==> src/rtl/bcd_pkg.sv <==
// Shared types, constants and helpers for the BCD event counter.
// Optional feature macro: COUNT_DOWN_EN (enables the down-count/borrow path).
package bcd_pkg;

  localparam int DIGIT_W = 4;
  localparam logic [DIGIT_W-1:0] BCD_MAX = 4'd9;

  typedef logic [DIGIT_W-1:0] digit_t;

  typedef enum logic {
    DIR_UP   = 1'b0,
    DIR_DOWN = 1'b1
  } dir_e;

  // Any non-decimal nibble is pulled down to 9 so digits stay legal.
  function automatic digit_t clamp(input digit_t d);
    return (d > BCD_MAX) ? BCD_MAX : d;
  endfunction

endpackage

==> src/rtl/bcd_counter_if.sv <==
// Control and data bundle between the BCD counter and its environment.
// master drives tick/enable/direction/load, slave (the counter) returns count and wrap.
interface bcd_counter_if
  import bcd_pkg::*;
#(
  parameter int DIGITS = 4
);

  logic                      tick_in;
  logic                      en;
  logic                      dir;
  logic                      load;
  logic [DIGIT_W*DIGITS-1:0] load_val;
  logic [DIGIT_W*DIGITS-1:0] count;
  logic                      wrap;

  modport master (
    output tick_in, en, dir, load, load_val,
    input  count, wrap
  );

  modport slave (
    input  tick_in, en, dir, load, load_val,
    output count, wrap
  );

endinterface

==> src/rtl/bcd_digit.sv <==
// One BCD decade with load, step-in and combinational carry/borrow out.
// Optional feature macro: COUNT_DOWN_EN (adds the borrow path; otherwise dir is ignored).
module bcd_digit
  import bcd_pkg::*;
(
  input  logic   clk,
  input  logic   rst,
  input  logic   en_in,
  input  logic   dir,
  input  logic   load,
  input  digit_t load_digit,
  output digit_t digit,
  output logic   carry_out
);

  digit_t next_val;
  logic   terminal;

`ifdef COUNT_DOWN_EN
  logic down;

  assign down = (dir == DIR_DOWN);

  // Out-of-range values (unreachable in practice) fold back into 0..9 either way.
  always_comb begin
    next_val = '0;
    terminal = 1'b0;
    if (down) begin
      terminal = (digit == '0);
      next_val = (digit == '0 || digit > BCD_MAX) ? BCD_MAX : digit - 1'b1;
    end else begin
      terminal = (digit >= BCD_MAX);
      next_val = (digit >= BCD_MAX) ? '0 : digit + 1'b1;
    end
  end
`else
  logic dir_unused;

  assign dir_unused = dir;

  always_comb begin
    terminal = (digit >= BCD_MAX);
    next_val = (digit >= BCD_MAX) ? '0 : digit + 1'b1;
  end
`endif

  assign carry_out = en_in & terminal;

  always_ff @(posedge clk or negedge rst) begin
    if (!rst) begin
      digit <= '0;
    end else if (load) begin
      digit <= clamp(load_digit);
    end else if (en_in) begin
      digit <= next_val;
    end
  end

endmodule

==> src/rtl/bcd_counter.sv <==
// Multi-decade BCD event counter stepped by rising edges of a slow tick sampled as data.
// Optional feature macro: COUNT_DOWN_EN (honours dir for down counting; default build counts up only).
module bcd_counter
  import bcd_pkg::*;
#(
  parameter int DIGITS = 4
) (
  input logic          clk,
  input logic          rst,
  bcd_counter_if.slave bus
);

  logic                      sync1;
  logic                      sync2;
  logic                      prev;
  logic                      step;
  logic [DIGITS:0]           chain;
  logic [DIGIT_W*DIGITS-1:0] count_w;
  logic                      wrap_r;

  // prev tracks sync2 unconditionally so a disabled period never leaves a stale edge behind.
  always_ff @(posedge clk or negedge rst) begin
    if (!rst) begin
      sync1 <= 1'b0;
      sync2 <= 1'b0;
      prev  <= 1'b0;
    end else begin
      sync1 <= bus.tick_in;
      sync2 <= sync1;
      prev  <= sync2;
    end
  end

  assign step     = sync2 & ~prev;
  assign chain[0] = bus.en & step;

  for (genvar i = 0; i < DIGITS; i++) begin : g_digit
    bcd_digit u_digit (
      .clk        (clk),
      .rst        (rst),
      .en_in      (chain[i]),
      .dir        (bus.dir),
      .load       (bus.load),
      .load_digit (bus.load_val[DIGIT_W*i +: DIGIT_W]),
      .digit      (count_w[DIGIT_W*i +: DIGIT_W]),
      .carry_out  (chain[i+1])
    );
  end

  // The top carry is already qualified by every lower carry and the step, so it marks a full wrap.
  always_ff @(posedge clk or negedge rst) begin
    if (!rst) begin
      wrap_r <= 1'b0;
    end else begin
      wrap_r <= ~bus.load & chain[DIGITS];
    end
  end

  assign bus.count = count_w;
  assign bus.wrap  = wrap_r;

endmodule

==> src/flat_wrapper.sv <==
// flat-port wrapper written by rule: the top's interface ports become plain ports
module bcd_counter_flat import bcd_pkg::*;
#(
  parameter int DIGITS = 4
)
  (clk, rst, bus_tick_in, bus_en, bus_dir, bus_load, bus_load_val, bus_count, bus_wrap);
  bcd_counter_if #(.DIGITS(DIGITS)) bus_i ();
  input logic clk;
  input logic rst;
  input wire logic [$bits(bus_i.tick_in)-1:0] bus_tick_in;
  input wire logic [$bits(bus_i.en)-1:0] bus_en;
  input wire logic [$bits(bus_i.dir)-1:0] bus_dir;
  input wire logic [$bits(bus_i.load)-1:0] bus_load;
  input wire logic [$bits(bus_i.load_val)-1:0] bus_load_val;
  output wire logic [$bits(bus_i.count)-1:0] bus_count;
  output wire logic [$bits(bus_i.wrap)-1:0] bus_wrap;
  assign bus_i.tick_in = bus_tick_in;
  assign bus_i.en = bus_en;
  assign bus_i.dir = bus_dir;
  assign bus_i.load = bus_load;
  assign bus_i.load_val = bus_load_val;
  assign bus_count = bus_i.count;
  assign bus_wrap = bus_i.wrap;
  bcd_counter #(.DIGITS(DIGITS)) u_core (.clk(clk), .rst(rst), .bus(bus_i));
endmodule
==> config.mk <==
export PLATFORM = sky130hd
export DESIGN_NAME = bcd_counter_flat
export DESIGN_NICKNAME = d
export VERILOG_FILES = /design/src/rtl/bcd_pkg.sv /design/src/rtl/bcd_counter_if.sv /design/src/rtl/bcd_digit.sv /design/src/rtl/bcd_counter.sv /design/src/flat_wrapper.sv
export SDC_FILE = /design/constraint.sdc
export NUM_CORES = 1
export LEC_CHECK = 0
export CORE_MARGIN = 2
export CORE_UTILIZATION = 39
export CTS_BUF_LIST = sky130_fd_sc_hd__clkbuf_8
export DETAILED_ROUTE_END_ITERATION = 6
export GPL_ROUTABILITY_DRIVEN = 1
export HOLD_SLACK_MARGIN = 0.1
export MAX_ROUTING_LAYER = met4
export PLACE_DENSITY = 0.68
export SETUP_SLACK_MARGIN = 0.05
export SLEW_MARGIN = 0
export SYNTH_ARGS = -nofsm -noshare
export SYNTH_HDL_FRONTEND = slang
export SYNTH_SLANG_ARGS = --single-unit
==> constraint.sdc <==
create_clock -name clk -period 4.45 [get_ports clk]
set_clock_uncertainty 0.2 [all_clocks]
set_input_delay 0.445 -clock clk [delete_from_list [all_inputs] [get_ports clk]]
set_output_delay 0.445 -clock clk [all_outputs]
set_load 0.005 [all_outputs]
* Word-level counts from Yosys, hierarchy flattened *
Cells that the tools add are included.

cells by class
  add/sub/neg operators = 4
  magnitude comparators = 8
  muxes and demuxes = 16
  bitwise operators = 9
  reductions and logical operators = 4

operators with widths
  operator                                              number
  2-to-1 mux 4 bit                                      16
  adder 4 x 1 -> 4 bit, second input constant           4
  >= comparator 4 bit, second input constant            4
  greater-than comparator 4 bit, second input constant  4
  nonzero test 2 bit                                    4
  bitwise AND 1 bit                                     7
  NOT 1 bit                                             2

word-level totals
  register bits after elaboration = 20
  bits of input ports = 22
  output and inout bits = 17
  logic and storage cells = 49

* Logic depth before layout (Yosys ltp) *
  depth in word-level cells = 8
  depth in mapped cells = 7
  depth with buffers taken out = 6

* Cells and area by module *
From an unflattened synthesis, not the netlist that was laid out.

second synthesis, totals
  cell total of the unflattened synthesis = 134
  area, all modules = 1276.2 µm²

by module, submodules not included
  module       instances  cells each  area an instance (µm²)  sequential area each (µm²)
  bcd_digit    4          32          290.3                   100.1
  bcd_counter  1          6           115.1                   100.1

* Worst setup path before layout *
Ideal clock, no wire load.

  path kind = reg2reg
  from = register u_core.g_digit[0].u_digit.digit[0]
  to = register u_core.g_digit[2].u_digit.digit[3]
  setup time = 0.126 ns
  arrival time = 1.710 ns
  required time = 4.124 ns
  setup slack = 2.414 ns
  cell stages (with the launch flop) = 8
  buffers on the path = 1
  clock period less this slack = 2.036 ns
  cell sequence = dfrtp_1 inv_1 ha_1 or3b_1 buf_6 a41oi_4 nor3_1 a221o_1

between the ends
  word-level cells in the longest chain between the ends = 4

RTL lines
  element                              line             RTL
  from (decl)                          bcd_digit.sv:12  output digit_t digit,
  from (signal assigned)               bcd_digit.sv:53  digit <= clamp(load_digit);
  from (signal assigned)               bcd_digit.sv:55  digit <= next_val;
  >= comparator 4 bit                  bcd_digit.sv:42  terminal = (digit >= BCD_MAX);
  bitwise AND 1 bit (2 in a row)       bcd_digit.sv:47  assign carry_out = en_in & terminal;
  nonzero test 2 bit (no source line)  -
  to (signal assigned)                 bcd_digit.sv:53
  to (signal assigned)                 bcd_digit.sv:55
  to (decl)                            bcd_digit.sv:12

No other way between the ends.
A chain may end at the register's enable or synchronous reset.

* Final worst setup path *
  from = input port bus_load
  to = register u_core.g_digit[3].u_digit.digit[2]

between the ends
  word-level cells in the longest chain between the ends = 1
  elaborated cells between the ends (all ways) = 2
  classes of those cells = 1 x mux; 1 x reduce/logical

RTL lines
  element                                                 line                RTL
  from (decl)                                             flat_wrapper.sv:13  input wire logic [$bits(bus_i.load)-1:0] bus_load;
  2-to-1 mux 4 bit or nonzero test 2 bit (tied branches)  -
  to (signal assigned)                                    bcd_digit.sv:53
  to (signal assigned)                                    bcd_digit.sv:55
  to (decl)                                               bcd_digit.sv:12

Several ways; a longest one is shown, not always the timed one.

==> impl_results.md <==
- Syn_area_per_cell: 9.727 um^2
- Main synth FF type: dfrtp_1
- Die Y: about 62 um
- Worst Setup SP: bus_load
- First-pass GRT wire length: about 4.9 mm
- Worst setup EP type: flip-flop
- DRC Markers: 0
- Skew-Pair Late Insertion Delay: roughly 0.26 ns
- Core Rows: 20
- WS Path Type: input pin to flip-flop
- Mapped Cells: approximately 130
- Synth top area cells: dfrtp_1 39%, ha_1 12%, a21oi_1 3.9%
- Critical Path RT: about 4.4 ns
- Port Buffers: 37
- Final hold vios: 0
- Warning count from the yosys run: 0
- Area leader, netlist: dfrtp_1
- CTS tree: yes
- Vias in the first global route: between 1000 and 1500
- HP Class: flip-flop to flip-flop
- Nets: 205
- Worst-margin pin slew: approximately 0.91 ns
- Sequential fraction of the synthesis area: 0.3868
- Crit-path max FO: 22
- # clock sinks: 20
- Netlist cell types: 46
- Top-area cell type share of the netlist area: 0.3868
- Static Leakage: 0.7326 nW
- Origin of the critical flop-to-flop path: u_core.g_digit[0].u_digit.digit[1]$_DFFE_PN0P_
- PD cells: 315.1 nW/um^2
- Overall Global Routing Usage: 0.1747
- FF+latch count, synth: 20
- Startpoint types: input pin
- Fmax: 419.4 MHz
- GPL Wtd Cong: 0.8731
- Largest net degree at the start of global routing: 23
- Detail Placement HPWL: between 2 and 2.5 mm
- Tmin final: around 2.4 ns
- WL/cell: approximately 14 um
- Initial antenna violation count: 0
- Placeable Area: 3103 um^2
- Pre-antenna DRT Iters: 4
- EDFF count, synth: 0
- Total grt overflow: 0
- Post-CTS setup buffers: 0
- Post-Syn Nets: around 170
- TNS Setup: 0 ns
- Via count: roughly 1200
- Clock Tree Buf Depth: 2
- Placed inst area: roughly 1700 um^2
- Synthesized cell area: approximately 1300 um^2
- Most common cell in the netlist: dfrtp_1
- 1st-iter DRT viols: 81
- Hold_ws: around 0.15 ns
- Worst-path clk slew: ~0.080 ns
- Unrepaired setup endpoints after global routing: no
- Post-synth top cells: 20 x dfrtp_1, 12 x ha_1, 11 x inv_1
- Worst Hold Launch: u_core.sync1$_DFF_PN0_
- CP arrival: between 2 and 2.5 ns
- Initial Util: 0.4169
- Worst vdd ir: roughly 140 uV
- Die ar.: 3794 um^2
- Post-Route WL: 3.042 mm
- P&R area growth vs syn: 36.56%
- CTS buffer count: 3
- Fillers: 301
- Slew Limit Headroom: 0.3942
- Final Instance Area: about 1800 um^2
- Post-CTS sizing: 0
- Max cap viols: 0
- H-tree levels: 1
- # diodes: 0
- Routed Antenna Nets: 0
- Setup violators final: 0
- Via density: between 5 and 6
- Final period utilization: 0.5358
- Hold Buf Count CTS: 0
- Clk Tree Root Cell: clkbuf_8
- # IOs: 39
- Run status: finished, final reports clean
- Ys async rst share: 1.000
- Layout cells sized above 1: 0.07059
- Die width: 61.60 um
- Slew Limit Fails: 0
- Final core utilization: 0.5694
## path summary, 6_finish.rpt
path / end / slack, ns / cells after the start
worst min register to register: u_core.sync2$_DFF_PN0_ / 0.15 / 0
worst max-delay path: u_core.g_digit[3].u_digit.digit[2]$_DFFE_PN0P_ / 2.07 / 5
min in group asynchronous: u_core.g_digit[0].u_digit.digit[2]$_DFFE_PN0P_ / 0.49 / 1
max in group asynchronous: u_core.g_digit[1].u_digit.digit[3]$_DFFE_PN0P_ / 3.00 / 1
worst min-delay path: u_core.sync2$_DFF_PN0_ / 0.15 / 0
worst max register to register: u_core.g_digit[2].u_digit.digit[3]$_DFFE_PN0P_ / 2.20 / 6
## stage by stage
step           cells  total power [mW]  setup WS (ns)
2_1_floorplan    133            0.2994          2.414
3_3_place_gp     210            0.3721          1.817
3_5_place_dp     210            0.3763          1.805
4_1_cts          214            0.5573          2.076
5_1_grt          214            0.5882          1.993
6_report         214            0.5567          2.066
## sequential cells by signal, indices dropped and copies added (netlist names)
signal / flops
u_core.sync2: 1
u_core.prev: 1
u_core.sync1: 1
u_core.bus.wrap: 1
u_core.g_digit.u_digit.digit: 16
## cells by family after synthesis
logic type,count (synthesis),share of synthesized area
DFF,20,0.3868
and+or+nand+nor,38,0.1741
AOI/OAI and AO/OA,48,0.2727
adders and majority gates,12,0.1161
buffers and inverters,15,0.05029
## worst max-delay path, cell delays in order
cell	delay [ns]
clkdlybuf4s50_1	0.85
nor2b_1	0.37
nand2_1	0.10
or4b_1	0.44
o311a_1	0.12
## metal layers
| metal | GRT usage | part of all wire |
|---|---|---|
| met5 | - | 0 |
| met4 | 0.05775 | 0.0089 |
| met1 | 0.2119 | 0.47 |
| met3 | 0.03361 | 0.039 |
| met2 | 0.2902 | 0.48 |
## power by group
part / switching, mW / leakage [nW] / internal (mW) / total, mW
Sequential: 0.0258 / 0.242 / 0.201 / 0.226
Combinational: 0.0666 / 0.455 / 0.0810 / 0.148
Clock: 0.0627 / 0.0357 / 0.120 / 0.183
Total: 0.155 / 0.733 / 0.402 / 0.557
## layout make-up
| cell class | instances | area (um^2) | share of cell area |
|---|---|---|---|
| flip-flops and latches | 20 | 500.5 | 0.2833 |
| repair buffers | 37 | 370.4 | 0.2096 |
| multi-input cells | 98 | 728.2 | 0.4122 |
| inverters | 11 | 41.29 | 0.02337 |
| clock buffers | 3 | 41.29 | 0.02337 |
| well taps | 44 | 55.05 | 0.03116 |
| clock inverters | 1 | 30.03 | 0.01700 |
## placed cells by master (no fill, tap or decap), types with 3 or more instances in the layout
cell,count
a21oi_1,10
nand2_1,8
nand2b_1,3
dfrtp_1,20
o21ai_0,10
or3b_2,3
inv_1,11
ha_1,12
nor2_1,6
clkbuf_8,3
clkdlybuf4s50_1,37
a221oi_1,4
Note: power is estimated with default switching activity, not from simulation.
